`src/rtl/display_pkg.sv`:
```
// Shared display constants and the slot index type used by the scan
// sequencer and the anode controller.
package display_pkg;

  localparam int NUM_DIGITS = 4;
  localparam int DIGIT_W    = 4;

  // Digit slot index; wide enough for NUM_DIGITS slots.
  typedef logic [1:0] slot_idx_t;

  // Extract one BCD nibble from a packed digit word.
  function automatic logic [DIGIT_W-1:0] get_nibble(
    input logic [NUM_DIGITS*DIGIT_W-1:0] digits,
    input slot_idx_t                     slot
  );
    return digits[slot*DIGIT_W +: DIGIT_W];
  endfunction

endpackage

```
`src/rtl/refresh_prescaler.sv`:
```
// Divides clk down to one tick per digit slot. The count is held at zero
// while enable is low, so a resumed scan always gets a full slot interval.
module refresh_prescaler #(
  parameter int PRESCALE = 100000  // must be >= 2
) (
  input  logic clk,
  input  logic rst_n,
  input  logic enable,
  output logic tick
);

  localparam int            CW   = (PRESCALE > 2) ? $clog2(PRESCALE) : 1;
  localparam logic [CW-1:0] LAST = CW'(PRESCALE - 1);

  logic [CW-1:0] r_count;

  assign tick = enable && (r_count == LAST);

  // Free-running slot counter, cleared on wrap or whenever the scan is frozen.
  always_ff @(posedge clk or negedge rst_n) begin
    if (!rst_n) begin
      r_count <= '0;
    end else if (!enable || (r_count == LAST)) begin
      r_count <= '0;
    end else begin
      r_count <= r_count + CW'(1);
    end
  end

endmodule

```
`src/rtl/display_scan_sequencer.sv`:
```
// Four-digit multiplexed display scan sequencer. New digit data is staged
// in a pending register and only swapped in at a frame boundary, so a frame
// never shows a mix of old and new digits.
// Optional build macro: LEADING_ZERO_BLANK_EN enables leading-zero blanking.
module display_scan_sequencer
  import display_pkg::*;
#(
  parameter int PRESCALE = 100000
) (
  input  logic        clk,
  input  logic        rst_n,
  input  logic        enable,
  input  logic [15:0] digits_in,
  input  logic        load_req,
  output logic        load_ack,
  output logic [1:0]  refreshcounter,
  output logic [3:0]  digit_out,
  output logic        blank,
  output logic        frame_done
);

  localparam slot_idx_t LAST_SLOT = slot_idx_t'(NUM_DIGITS - 1);

  logic        w_tick;
  logic        w_boundary;
  slot_idx_t   r_refresh;
  logic [15:0] r_active;
  logic [15:0] r_pending;
  logic        r_pending_valid;
  logic        r_load_ack;
  logic        r_frame_done;

  refresh_prescaler #(
    .PRESCALE (PRESCALE)
  ) u_prescaler (
    .clk    (clk),
    .rst_n  (rst_n),
    .enable (enable),
    .tick   (w_tick)
  );

  // The last tick of slot 3 closes the frame.
  assign w_boundary = w_tick && (r_refresh == LAST_SLOT);

  // Slot index advances once per prescaler tick and wraps naturally 3 -> 0.
  always_ff @(posedge clk or negedge rst_n) begin
    if (!rst_n) begin
      r_refresh <= '0;
    end else if (w_tick) begin
      r_refresh <= r_refresh + slot_idx_t'(1);
    end
  end

  // Double-buffered digit data: stage loads, commit at the frame boundary.
  // A load arriving in the boundary cycle itself goes straight to active.
  always_ff @(posedge clk or negedge rst_n) begin
    if (!rst_n) begin
      r_active        <= '0;
      r_pending       <= '0;
      r_pending_valid <= 1'b0;
      r_load_ack      <= 1'b0;
    end else begin
      r_load_ack <= 1'b0;
      if (w_boundary && load_req) begin
        r_active        <= digits_in;
        r_pending_valid <= 1'b0;
        r_load_ack      <= 1'b1;
      end else if (load_req) begin
        r_pending       <= digits_in;
        r_pending_valid <= 1'b1;
      end else if (w_boundary && r_pending_valid) begin
        r_active        <= r_pending;
        r_pending_valid <= 1'b0;
        r_load_ack      <= 1'b1;
      end
    end
  end

  // One-cycle frame marker following each boundary edge.
  always_ff @(posedge clk or negedge rst_n) begin
    if (!rst_n) begin
      r_frame_done <= 1'b0;
    end else begin
      r_frame_done <= w_boundary;
    end
  end

  assign refreshcounter = r_refresh;
  assign digit_out      = get_nibble(r_active, r_refresh);
  assign load_ack       = r_load_ack;
  assign frame_done     = r_frame_done;

`ifdef LEADING_ZERO_BLANK_EN
  // w_upper_zero[i] is set when nibble i and every higher nibble are zero.
  logic [NUM_DIGITS:0] w_upper_zero;
  assign w_upper_zero[NUM_DIGITS] = 1'b1;

  genvar gi;
  generate
    for (gi = 0; gi < NUM_DIGITS; gi++) begin : g_zero_chain
      assign w_upper_zero[gi] = w_upper_zero[gi+1] &&
                                (r_active[gi*DIGIT_W +: DIGIT_W] == '0);
    end
  endgenerate

  // Digit 0 is always shown so a zero value still displays "0".
  assign blank = (r_refresh != '0) && w_upper_zero[{1'b0, r_refresh}];
`else
  assign blank = 1'b0;
`endif

endmodule

```
`config.mk`:
```
export PLATFORM = sky130hd
export DESIGN_NAME = display_scan_sequencer
export DESIGN_NICKNAME = d
export VERILOG_FILES = /design/src/rtl/display_pkg.sv /design/src/rtl/refresh_prescaler.sv /design/src/rtl/display_scan_sequencer.sv
export SDC_FILE = /design/constraint.sdc
export NUM_CORES = 1
export LEC_CHECK = 0
export BUFFER_PORTS_ARGS = -buffer_cell sky130_fd_sc_hd__buf_2
export CORE_MARGIN = 2
export CORE_UTILIZATION = 55
export CTS_BUF_LIST = sky130_fd_sc_hd__clkbuf_8 sky130_fd_sc_hd__clkbuf_16
export CTS_CLUSTER_SIZE = 20
export DETAILED_ROUTE_END_ITERATION = 16
export PLACE_DENSITY = 0.81
export SLEW_MARGIN = 25
export SYNTH_ARGS = -nofsm -noshare
export SYNTH_HDL_FRONTEND = slang
export SYNTH_SLANG_ARGS = --single-unit
```
`constraint.sdc`:
```
create_clock -name clk -period 5.9 [get_ports clk]
set_input_delay 1.18 -clock clk [delete_from_list [all_inputs] [get_ports clk]]
set_output_delay 1.18 -clock clk [all_outputs]
set_load 0.03 [all_outputs]
```
; ---- Word level (Yosys, flattened, before mapping)
; Cells that the tools add are included.
[word_totals]
register_bits = 54
word_cells = 34
[op_classes]
shifts = 1
n_addsub = 2
eq_ne = 3
n_mux = 10
reduce_logical = 10
bitwise = 1
[ops]
columns = operator, n
row1 = 16-bit two-way mux, 3
row2 = 17-bit by 1-bit adder with 17-bit output (second input constant), 1
row3 = 17-bit equality test (second input constant), 1
row4 = 17-bit two-way mux, 1
row5 = 16-bit by 5-bit indexed part select with 4-bit output, 1
row6 = 1-bit two-way mux, 6
row7 = 1-bit logical AND, 4
row8 = 2-bit AND reduction, 2
row9 = 3-bit nonzero test, 1
row10 = 2-bit by 1-bit adder with 2-bit output (second input constant), 1
row11 = 2-bit equality test (second input constant), 1
row12 = 2-bit by 1-bit != test with 1-bit output (second input constant), 1
row13 = 2-bit nonzero test, 1
row14 = 1-bit zero test, 1
row15 = 1-bit logical OR, 1
row16 = 1-bit inverter, 1

; ---- Logic depth before layout (Yosys ltp)
[logic_depth]
ltp_word = 7
ltp_mapped = 8
ltp_nobuf = 6

; ---- Cells and area by module
; From an unflattened synthesis, not the netlist that was laid out.
[hier_totals]
cells_unflattened = 191
area_unflattened_um2 = 2598.7
[by_module_without_submodules]
columns = module, seq_area_each_um2, cells_per_inst, area_each_um2, instances
row1 = display_scan_sequencer, 925.9, 105, 1735.4, 1
row2 = refresh_prescaler, 425.4, 86, 863.3, 1

; ---- Least setup slack after synthesis
; No wires, ideal clock.
[synth_path]
kind = register -> output
startpoint = reg r_refresh[0], in the netlist refreshcounter[0]
endpoint = out digit_out[0]
n_path_buf = 1
slack_ps = 3236
arrival_ps = 1484
required_time_ps = 4720
stages_incl_launch_ff = 3
path_cell_list = dfrtp_1 -> clkbuf_1 -> mux4_2
[synth_between]
elab_chain_cells = 1
[synth_lines]
columns = item, line
row1 = start: declaration, display_scan_sequencer.sv:26  ; slot_idx_t r_refresh;
row2 = start signal: assignment, display_scan_sequencer.sv:50  ; r_refresh <= r_refresh + slot_idx_t'(1);
row3 = 16-bit by 5-bit indexed part select with 4-bit output, display_pkg.sv:16  ; return digits[slot*DIGIT_W +: DIGIT_W];
row4 = end: declaration, display_scan_sequencer.sv:17  ; output logic [3:0] digit_out,
; No other way between the ends.

; ---- Worst setup path after layout
[layout_path]
startpoint = reg r_refresh[0], in the netlist refreshcounter[0]
endpoint = out digit_out[1]
; Same word-level chain as after synthesis.

==> results by group <==
Timing
  – Final Setup Violations: 0
  – Tcrit/Tclk final: 0.4898
  – Clock skew: 9.344 ps
  – Max Slew Vio Count: 0
  – TNS Setup: 0 ps
  – F_max: 346.1 MHz
  – Final Critical Period: 2890 ps
  – Slew HR: 0.4021
  – RSZ-0062 raised after global routing: no
  – Worst slew pin tran: 896.7 ps
  – Min Hold Slack: 482.4 ps
  – Fin. Hold Viols: 0

Logic synthesis
  – Ys flop type: dfrtp_1
  – Asr flop ratio synth: 1.000
  – Synth cell types: 35
  – #FFs+latches synth: 54
  – Post-Syn Instances: 214
  – Synth warnings: 0
  – Mapped cell area: 2565 um^2
  – Synth Area per Inst: 11.99 um^2
  – Sequential share of the synthesized area: 0.5268
  – Synthesized Nets: 236
  – EDFF count, synth: 0

Floorplanning
  – Row cnt: 24
  – Chip Height: 72.29 um
  – Die width: 72.29 um
  – Total die area: 5226 um^2
  – Starting Density: 0.5811
  – Area of the core: 4414 um^2
  – I/O pin count: 29

Placement
  – Gpl congestion: 0.7867
  – HPWL after DPL: 3.371 mm
  – IO buf count: 27

Power and ir drop
  – LEAKAGE: 1.288 nW
  – Peak supply drop: 0.0001774 V
  – Power per cell area: 241.8 nW/um^2
  – Design Power: 0.0006845 W

Clock tree
  – Post-CTS Setup Inserts: 0
  – TritonCTS buffer count: 5
  – Gates resized, CTS repair: 0
  – Clk buf depth: 2
  – Clock sinks: 54
  – Clock root cell: clkbuf_8
  – CTS HTree Levels: 2
  – Clock Pin Slew Worst Setup and Hold Paths: 100 ps
  – CTS tree: yes
  – Clock latency at the later pin of the worst-skew pair: 310 ps
  – Hold_buf cts: 0

Layout
  – Area growth, synth to finish: 10.34%
  – Final #Nets: 260
  – Ratio of cells with drive above 1 in the final layout: 0.3013
  – Diodes inserted: 0

Critical path
  – WP data required: 4720 ps
  – Crit path capture type: output pin
  – CP max stage delay: 640 ps
  – CP max-delay cell: dfrtp_1
  – Setup Crit Path Kind: flip-flop to output pin
  – Worst r2r dst: r_pending[2]
  – FF-to-FF Start: u_prescaler.r_count[13]
  – R2r setup slk: 3170 ps
  – Crit path to: digit_out[1]
  – Crit path arrival time: 1710 ps
  – Worst reg2reg path depth: 4
  – CP cell instances: mux4_2, buf_2
  – Worst setup SP type: flip-flop
  – CP Launch Point: refreshcounter[0]
  – Critical path fanouts, max: 7

Routing
  – Drt total wl: 5.017 mm
  – Antenna Nets Post-Route: 0
  – Drt pass-1 iters: 4
  – Drt wl/cell: 17.24 um
  – Vias: 1,796
  – Drt drc: 0
  – Vias/cell: 6.172
  – 1st-iter DRT viols: 213

Global routing
  – First-pass GRT wire length: 8.659 mm
  – Antenna violations before repair: 0
  – Largest net degree at the start of global routing: 55
  – Gr ovfl total: 0
  – Tot GR Track Use: 0.2130
  – Vias in the first global route: 1,828

Hold path
  – Hold Crit Class: flip-flop to flip-flop

Status
  – Outcome: finished, final reports clean

Run
  – Total of max-cap violations: 0
-- metrics by stage --
step	setup WS [ps]	instances	instance area, um^2	utilization
CTS	2991	291	2826	0.6403
global route	2943	291	2830	0.6412
detailed placement	3181	283	2714	0.6148
global placement	3193	283	2714	0.6148
finish	3010	291	2830	0.6412
floorplan	3236	214	2565	-
-- critical path, delay by kind of cell, from the launching register on --
family / cells / cell delay [ps]
buffers and inverters: 1 / 190
flip-flops: 1 / 640
multiplexers: 1 / 570
-- layer usage --
metal | global-route usage | share of wire | wire length, um | vias up
li1 | - | - | - | 844
met4 | 0.07547 | 0.012 | 60 | 0
met2 | 0.3344 | 0.48 | 2400 | 41
met1 | 0.2995 | 0.47 | 2350 | 904
met5 | 0 | 0 | 0 | -
met3 | 0.04028 | 0.041 | 205 | 7
-- cell usage in the layout (no fill, tap or decap), types with 4 or more instances in the layout --
master and count:
a21oi_1 11, and3b_1 8, buf_2 27, clkbuf_8 5
dfrtp_1 54, mux2_2 17, mux4_2 4, nand2_1 6
nand3_1 10, nand4_1 11, nand4b_1 7, nor2_1 16
o21ai_0 4, o221a_2 7, o2bb2ai_1 8, or3_1 4
xor2_1 11
-- registers in the layout, summed over array words and instances, names as in the netlist --
| register | count |
|---|---|
| refreshcounter | 2 |
| r_pending_valid | 1 |
| load_ack | 1 |
| frame_done | 1 |
| u_prescaler.r_count | 17 |
| r_pending | 16 |
| r_active | 16 |
-- report_power, final --
| group | switching (W) | internal [W] |
|---|---|---|
| Combinational | 0.0000244 | 0.0000213 |
| Sequential | 0.00000744 | 0.000382 |
| Clock | 0.000122 | 0.000127 |
| Total | 0.000153 | 0.000531 |
-- cells in the mapped netlist (all sizes together), types with 2 or more instances --
cell     number  share of area
dfrtp        54           0.53
mux2         17          0.075
nor2         16          0.023
a21oi        11          0.021
nand4        11          0.027
xor2         11          0.038
nand3        10          0.020
and3b         8          0.027
o2bb2ai       8          0.027
clkbuf        7          0.010
nand4b        7          0.024
o221a         7          0.031
nand2         6         0.0088
o21ai         6          0.013
buf           5          0.016
or3           5          0.013
mux4          4          0.035
and3          3         0.0078
and2          2         0.0049
and4          2         0.0068
ha            2         0.0098
inv           2         0.0029
nor2b         2         0.0049
or4           2         0.0088
xnor2         2         0.0068
-- layout make-up --
class | count | area [um^2]
fillers | 347 | 1584
clock inverters | 3 | 43.79
multi-input cells | 145 | 1127
inverters | 3 | 23.77
repair buffers | 29 | 150.1
flip-flops and latches | 54 | 1351
clock buffers | 5 | 68.82
well taps | 52 | 65.06
-- cells by family after synthesis --
group / Yosys count / synth area share
AND/OR/NAND/NOR: 76 / 0.1800
flip-flops: 54 / 0.5268
AO/OA/AOI/OAI: 32 / 0.09268
multiplexers: 21 / 0.1098
buffers and inverters: 15 / 0.03513
XOR/XNOR: 13 / 0.04439
adder cells (fa/ha/maj): 2 / 0.009755
other: 1 / 0.001462
-- how the worst min path moves through the flow --
stage / start / to / depth (start not counted)
6_report: u_prescaler.r_count[0] / u_prescaler.r_count[0] / 1
2_1_floorplan: u_prescaler.r_count[0] / u_prescaler.r_count[0] / 1
3_3_place_gp: u_prescaler.r_count[0] / u_prescaler.r_count[0] / 1
5_1_grt: u_prescaler.r_count[0] / u_prescaler.r_count[0] / 1
4_1_cts: u_prescaler.r_count[0] / u_prescaler.r_count[0] / 1
3_5_place_dp: u_prescaler.r_count[0] / u_prescaler.r_count[0] / 1
(Power assumes the default switching activity.)
